File: src/rtl/div_pkg.sv
// Shared encodings and constants for the EX-stage divider sharing logic.
package div_pkg;

   typedef enum logic [1:0] {
      DIV_IDLE  = 2'd0,
      DIV_BUSY  = 2'd1,
      DIV_DRAIN = 2'd2
   } div_state_e;

   typedef enum logic [1:0] {
      OWN_NONE = 2'd0,
      OWN_L1   = 2'd1,
      OWN_L2   = 2'd2
   } div_owner_e;

   // Divide-by-zero result: quotient saturates to all-ones, remainder is the dividend.
   localparam logic [63:0] DBZ_QUOTIENT = 64'hFFFF_FFFF_FFFF_FFFF;

endpackage

File: src/rtl/div_result_slot.sv
// Per-line result holder: captures quotient/remainder, holds them until the line acks.
module div_result_slot #(
   parameter int unsigned W = 32
) (
   input  logic         clk,
   input  logic         rst_n,
   input  logic         i_flush,
   input  logic         i_load,
   input  logic [W-1:0] i_quotient,
   input  logic [W-1:0] i_remainder,
   input  logic         i_ack,
   output logic         o_done,
   output logic [W-1:0] o_quotient,
   output logic [W-1:0] o_remainder
);

   // Flush beats load beats ack; a held result is never overwritten.
   always_ff @(posedge clk or negedge rst_n) begin
      if (!rst_n) begin
         o_done      <= 1'b0;
         o_quotient  <= '0;
         o_remainder <= '0;
      end else if (i_flush) begin
         o_done <= 1'b0;
      end else if (i_load && !o_done) begin
         o_done      <= 1'b1;
         o_quotient  <= i_quotient;
         o_remainder <= i_remainder;
      end else if (i_ack) begin
         o_done <= 1'b0;
      end
   end

endmodule

File: src/rtl/div_share_ctrl.sv
// Arbitrates one iterative divider between two EX issue lines; line1 wins ties.
module div_share_ctrl
   import div_pkg::*;
#(
   parameter int unsigned W = 32
) (
   input  logic         clk,
   input  logic         rst_n,
   input  logic         excep_flush_i,
   input  logic         line1_req_i,
   input  logic         line1_sign_i,
   input  logic [W-1:0] line1_dividend_i,
   input  logic [W-1:0] line1_divisor_i,
   input  logic         line1_ack_i,
   output logic         line1_done_o,
   output logic [W-1:0] line1_quotient_o,
   output logic [W-1:0] line1_remainder_o,
   input  logic         line2_req_i,
   input  logic         line2_sign_i,
   input  logic [W-1:0] line2_dividend_i,
   input  logic [W-1:0] line2_divisor_i,
   input  logic         line2_ack_i,
   output logic         line2_done_o,
   output logic [W-1:0] line2_quotient_o,
   output logic [W-1:0] line2_remainder_o,
   output logic         div_en_o,
   output logic         div_signed_o,
   output logic [W-1:0] div_dividend_o,
   output logic [W-1:0] div_divisor_o,
   output logic         div_clr_o,
   input  logic [W-1:0] quotient_i,
   input  logic [W-1:0] remainder_i,
   input  logic         finished_i,
   output logic         busy_o
);

   div_state_e r_state;
   div_owner_e r_owner;

   logic         w_elig1, w_elig2, w_gnt1, w_gnt2, w_dbz, w_fin;
   logic         w_gnt_sign;
   logic [W-1:0] w_gnt_dividend, w_gnt_divisor;
   logic         w_load1, w_load2;
   logic [W-1:0] w_res_q, w_res_r;

   // Arbitration and result-load steering; grants only in IDLE and never under flush.
   always_comb begin
      w_elig1        = line1_req_i & ~line1_done_o;
      w_elig2        = line2_req_i & ~line2_done_o;
      w_gnt1         = (r_state == DIV_IDLE) & ~excep_flush_i & w_elig1;
      w_gnt2         = (r_state == DIV_IDLE) & ~excep_flush_i & ~w_elig1 & w_elig2;
      w_gnt_sign     = w_gnt1 ? line1_sign_i     : line2_sign_i;
      w_gnt_dividend = w_gnt1 ? line1_dividend_i : line2_dividend_i;
      w_gnt_divisor  = w_gnt1 ? line1_divisor_i  : line2_divisor_i;
      w_dbz          = (w_gnt1 | w_gnt2) & (w_gnt_divisor == '0);
      w_fin          = (r_state == DIV_BUSY) & finished_i & ~excep_flush_i;
      w_load1        = (w_fin & (r_owner == OWN_L1)) | (w_dbz & w_gnt1);
      w_load2        = (w_fin & (r_owner == OWN_L2)) | (w_dbz & w_gnt2);
      w_res_q        = w_dbz ? W'(DBZ_QUOTIENT) : quotient_i;
      w_res_r        = w_dbz ? w_gnt_dividend   : remainder_i;
   end

   // Sequencer; divider inputs come only from the operand registers.
   always_ff @(posedge clk or negedge rst_n) begin
      if (!rst_n) begin
         r_state        <= DIV_IDLE;
         r_owner        <= OWN_NONE;
         div_en_o       <= 1'b0;
         div_signed_o   <= 1'b0;
         div_dividend_o <= '0;
         div_divisor_o  <= '0;
         div_clr_o      <= 1'b0;
         busy_o         <= 1'b0;
      end else begin
         div_clr_o <= 1'b0;
         if (excep_flush_i) begin
            r_state   <= DIV_DRAIN;
            r_owner   <= OWN_NONE;
            div_en_o  <= 1'b0;
            div_clr_o <= 1'b1;
            busy_o    <= 1'b1;
         end else begin
            case (r_state)
               DIV_IDLE: begin
                  if ((w_gnt1 | w_gnt2) && !w_dbz) begin
                     r_state        <= DIV_BUSY;
                     r_owner        <= w_gnt1 ? OWN_L1 : OWN_L2;
                     div_signed_o   <= w_gnt_sign;
                     div_dividend_o <= w_gnt_dividend;
                     div_divisor_o  <= w_gnt_divisor;
                     div_en_o       <= 1'b1;
                     busy_o         <= 1'b1;
                  end
               end
               DIV_BUSY: begin
                  if (finished_i) begin
                     r_state  <= DIV_IDLE;
                     div_en_o <= 1'b0;
                     busy_o   <= 1'b0;
                  end
               end
               DIV_DRAIN: begin
                  r_state <= DIV_IDLE;
                  busy_o  <= 1'b0;
               end
               default: begin
                  r_state  <= DIV_IDLE;
                  div_en_o <= 1'b0;
                  busy_o   <= 1'b0;
               end
            endcase
         end
      end
   end

   div_result_slot #(.W(W)) u_slot1 (
      .clk         (clk),
      .rst_n       (rst_n),
      .i_flush     (excep_flush_i),
      .i_load      (w_load1),
      .i_quotient  (w_res_q),
      .i_remainder (w_res_r),
      .i_ack       (line1_ack_i),
      .o_done      (line1_done_o),
      .o_quotient  (line1_quotient_o),
      .o_remainder (line1_remainder_o)
   );

   div_result_slot #(.W(W)) u_slot2 (
      .clk         (clk),
      .rst_n       (rst_n),
      .i_flush     (excep_flush_i),
      .i_load      (w_load2),
      .i_quotient  (w_res_q),
      .i_remainder (w_res_r),
      .i_ack       (line2_ack_i),
      .o_done      (line2_done_o),
      .o_quotient  (line2_quotient_o),
      .o_remainder (line2_remainder_o)
   );

endmodule

File: config.mk
export PLATFORM = sky130hd
export DESIGN_NAME = div_share_ctrl
export DESIGN_NICKNAME = d
export VERILOG_FILES = /design/src/rtl/div_pkg.sv /design/src/rtl/div_result_slot.sv /design/src/rtl/div_share_ctrl.sv
export SDC_FILE = /design/constraint.sdc
export NUM_CORES = 1
export LEC_CHECK = 0
export ABC_AREA = 1
export BUFFER_PORTS_ARGS = -buffer_cell sky130_fd_sc_hd__buf_2
export CAP_MARGIN = 20
export CORE_ASPECT_RATIO = 0.5
export CORE_MARGIN = 2
export CORE_UTILIZATION = 52
export DETAILED_ROUTE_END_ITERATION = 10
export PLACE_DENSITY = 0.86
export SYNTH_ARGS = -nofsm -noshare
export SYNTH_HDL_FRONTEND = slang
export SYNTH_SLANG_ARGS = --single-unit
export TNS_END_PERCENT = 100
File: constraint.sdc
create_clock -name clk -period 4.2 [get_ports clk]
set_clock_uncertainty 0.2 [all_clocks]
set_input_delay 0.63 -clock clk [delete_from_list [all_inputs] [get_ports clk]]
set_output_delay 0.63 -clock clk [all_outputs]
set_load 0.02 [all_outputs]
==> flow_metrics.tcl <==
set metrics [dict create \
    synth_edf_count 0 \
    clock_latency_ns 0.48 \
    cp_top_family "simple AND/OR/NAND/NOR gates" \
    power_mw 5.25 \
    yosysMostFrequentCell "nand2_1" \
    fin_tns_setup_ns 0 \
    p_clk_share_pct 31.7 \
    post-route-min-period_ns 3.41 \
    cts_num_sinks 202 \
    synth_cells 1169 \
    crit_chain "inv_1, nand2_1, nor2_4, nand2_1, nand2_1, nand2_1, nor2_1, nand2_1, nor2_4, nand3b_1, nand2_1, nand2_2, inv_2, buf_12, nand2_1, nand2_1" \
    required_ns 4.40 \
    nFillCells 1446 \
    wl_per_cell_um 15.4 \
    synth_area_per_cell_um2 7.95 \
    setup_viol 0 \
    h-tree-depth 1 \
    core_area_um2 17400 \
    start_kind "register" \
    clockRootBuffer "clkbuf_16" \
    die_x_um 193 \
    seqPwrFrac_pct 45.1 \
    cp_slowest_cell "nor2_4" \
    outcome "finished, final reports clean" \
    ios 400 \
    worstHoldEndpoint "u_slot2.o_done$_DFFE_PN0P_" \
    p_int_mw 3.59 \
    grt_max_degree 129 \
    worstRegToRegCells 16 \
    crit_cells 16 \
    gp_congestion 0.945 \
    synth_top_cell_area_share_pct 54.4 \
    worst_setup_path_end_kind "register" \
    initial_utilization_pct 53.3 \
    synth_top_area_cell "dfrtp_1" \
    cap_violations 0 \
    final_util_pct 68.9 \
    critPathMostFrequentCell "nand2_1" \
    drtIter0Drc 529 \
    antenna_left 0 \
    ctsResizeCount 0 \
    drv_slew 0 \
    min_path_cells 2 \
    avgViaCountPerCell 4.99 \
    reg2reg_slack_ns 0.79 \
    drive_above_1_share_pct 29.3 \
    cts.clk_slew.worst_paths_ns 0.07 \
    firstDrtPassIters 5 \
    synthFlopType "dfrtp_1" \
    fin_crit_sh_pct 81.2 \
    antenna_found_initial 3 \
    r2r-start "r_state[0]$_DFFE_PN0P_" \
    grt-ovfl-total 0 \
    critPathBufInv 3 \
    power_leakage_nw 7.72 \
    final_nets 1747 \
    worst_pin_slew_ns 0.566 \
    swShare_pct 31.6 \
    cts_tree "yes" \
    yosysSeqAreaShare_pct 54.4 \
    arrival_ns 3.61 \
    synth.ff_latch_count 202 \
    switching_power_mw 1.66 \
    synth_area_um2 9290 \
    grt_pass1_wl_um 43500 \
    max_freq_mhz 293 \
    drt_wl_total_um 27600 \
    dp_hpwl_um 20400 \
    slew_headroom_pct 61.2 \
    path_max_fanout 62 \
    rsz0062_at_grt "no" \
    pwr_density_cell_nw_per_um2 437 \
    p_comb_share_pct 23.2 \
    r2r-end "u_slot2.o_quotient[19]$_DFFE_PN0P_" \
    yosysUniqueCellTypes 23 \
    via_count 8935 \
    grt_use_total_pct 28.7 \
    hold_path_class "primary input to register" \
    synth_fp_nets 1371 \
    irDropWorstVdd_uv 258 \
    area_delta_synth_final_pct 29.3 \
    grt_pass1_vias 8607 \
    numCtsBuffers 19 \
    worst_path_largest_cell_delay_ns 0.47 \
    hold_viol 0 \
    dieHeight_um 98.5 \
    synth_area_leaders "dfrtp_1 (54%), nand2_1 (25%), inv_1 (4.0%)" \
    portBuffers 399 \
    drc 0 \
    hp-start "line2_ack_i" \
    netlist_top_cells_count "nand2_1 (628), dfrtp_1 (202), inv_1 (100)" \
    dieArea_um2 19000 \
    yosys_warnings 0 \
    clockBufferDepth 3 \
    async_reset_ff_share_pct 100 \
    std_cell_rows 34 \
    path_class "register to register" \
]
cells in the final DEF, fill, tap and decap left out, drive strengths merged:
cell and count:
mux2i 32, dfrtp 202, nand2 629, dlygate4sd3 1, nand3 9, inv 103
buf 415, nand3b 1, nor4 1, clkbuf 28, nor2 15, o21ai 101
o22ai 1, o31ai 3, diode 3, bufinv 2, nand4 10, clkinv 2
metal layers:
| layer | GRT usage (%) | share of wire (%) | vias to the layer above |
|---|---|---|---|
| met4 | 9.03 | 3.0 | 0 |
| met2 | 48.8 | 49 | 371 |
| li1 | - | - | 4326 |
| met1 | 37.7 | 40 | 4175 |
| met5 | 0 | 0 | - |
| met3 | 5.24 | 7.7 | 63 |
power by group through the flow:
stage          logic [mW]  clock network, mW  registers (mW)
6_report             1.22               1.67            2.37
5_1_grt              1.33               1.78            2.40
4_1_cts              1.22               1.70            2.37
3_5_place_dp         1.22                  0            2.39
3_3_place_gp         1.19                  0            2.39
2_1_floorplan       0.346                  0            2.72
registers in the layout (all words and copies together), names as in the netlist:
| signal | flops |
|---|---|
| u_slot1.o_quotient | 32 |
| u_slot2.o_done | 1 |
| div_clr_o | 1 |
| r_state | 2 |
| r_owner | 2 |
| div_en_o | 1 |
| u_slot1.o_done | 1 |
| u_slot2.o_quotient | 32 |
| busy_o | 1 |
| u_slot1.o_remainder | 32 |
| div_divisor_o | 32 |
| div_signed_o | 1 |
| u_slot2.o_remainder | 32 |
| div_dividend_o | 32 |
worst max-delay path by stage:
stage	from	end	slack, ns
2_1_floorplan	line1_req_i	u_slot1.o_quotient[0]$_DFFE_PN0P_	1.64
3_3_place_gp	excep_flush_i	u_slot2.o_quotient[0]$_DFFE_PN0P_	0.66
3_5_place_dp	excep_flush_i	u_slot2.o_quotient[19]$_DFFE_PN0P_	0.50
4_1_cts	r_state[0]$_DFFE_PN0P_	u_slot2.o_quotient[20]$_DFFE_PN0P_	0.82
5_1_grt	r_state[0]$_DFFE_PN0P_	u_slot2.o_quotient[19]$_DFFE_PN0P_	0.46
6_report	r_state[0]$_DFFE_PN0P_	u_slot2.o_quotient[19]$_DFFE_PN0P_	0.79
kinds of logic (layout without fill, tap and decap cells):
| family | after synthesis | in the layout | share of synthesized area [%] |
|---|---|---|---|
| AND/OR/NAND/NOR | 665 | 665 | 27.8 |
| flip-flops | 202 | 202 | 54.4 |
| buffers and inverters | 165 | 551 | 8.45 |
| AO/OA/AOI/OAI | 105 | 105 | 5.91 |
| multiplexers | 32 | 32 | 3.45 |
| other | 0 | 3 | 0 |
layout make-up:
class	count	area, µm²	share of cell area, %
sequential	202	5050	42.0
clock inverter	4	70.1	0.583
multi-input combinational	802	3480	28.9
timing repair buffer	417	2230	18.5
inverter	103	387	3.22
clock buffer	27	505	4.20
tap	234	293	2.44
antenna	3	7.51	0.0624
per-stage QoR:
| step | instance area (µm²) | setup WS [ns] | hold slack, ns | instances |
|---|---|---|---|---|
| final | 12000 | 0.791 | 0.115 | 1792 |
| after global routing | 12000 | 0.456 | 0.123 | 1792 |
| after CTS | 12000 | 0.817 | 0.102 | 1787 |
| after detailed placement | 11400 | 0.502 | 0.260 | 1756 |
| after global placement | 11400 | 0.658 | 0.257 | 1756 |
| after floorplan | 9290 | 1.64 | 0.134 | 1169 |
what timing repair did:
item	in CTS	in global routing
hold endpoints to repair	0	18
hold buffers	0	1
setup buffers	0	0
No activity file was read; power rests on OpenSTA's default activity.
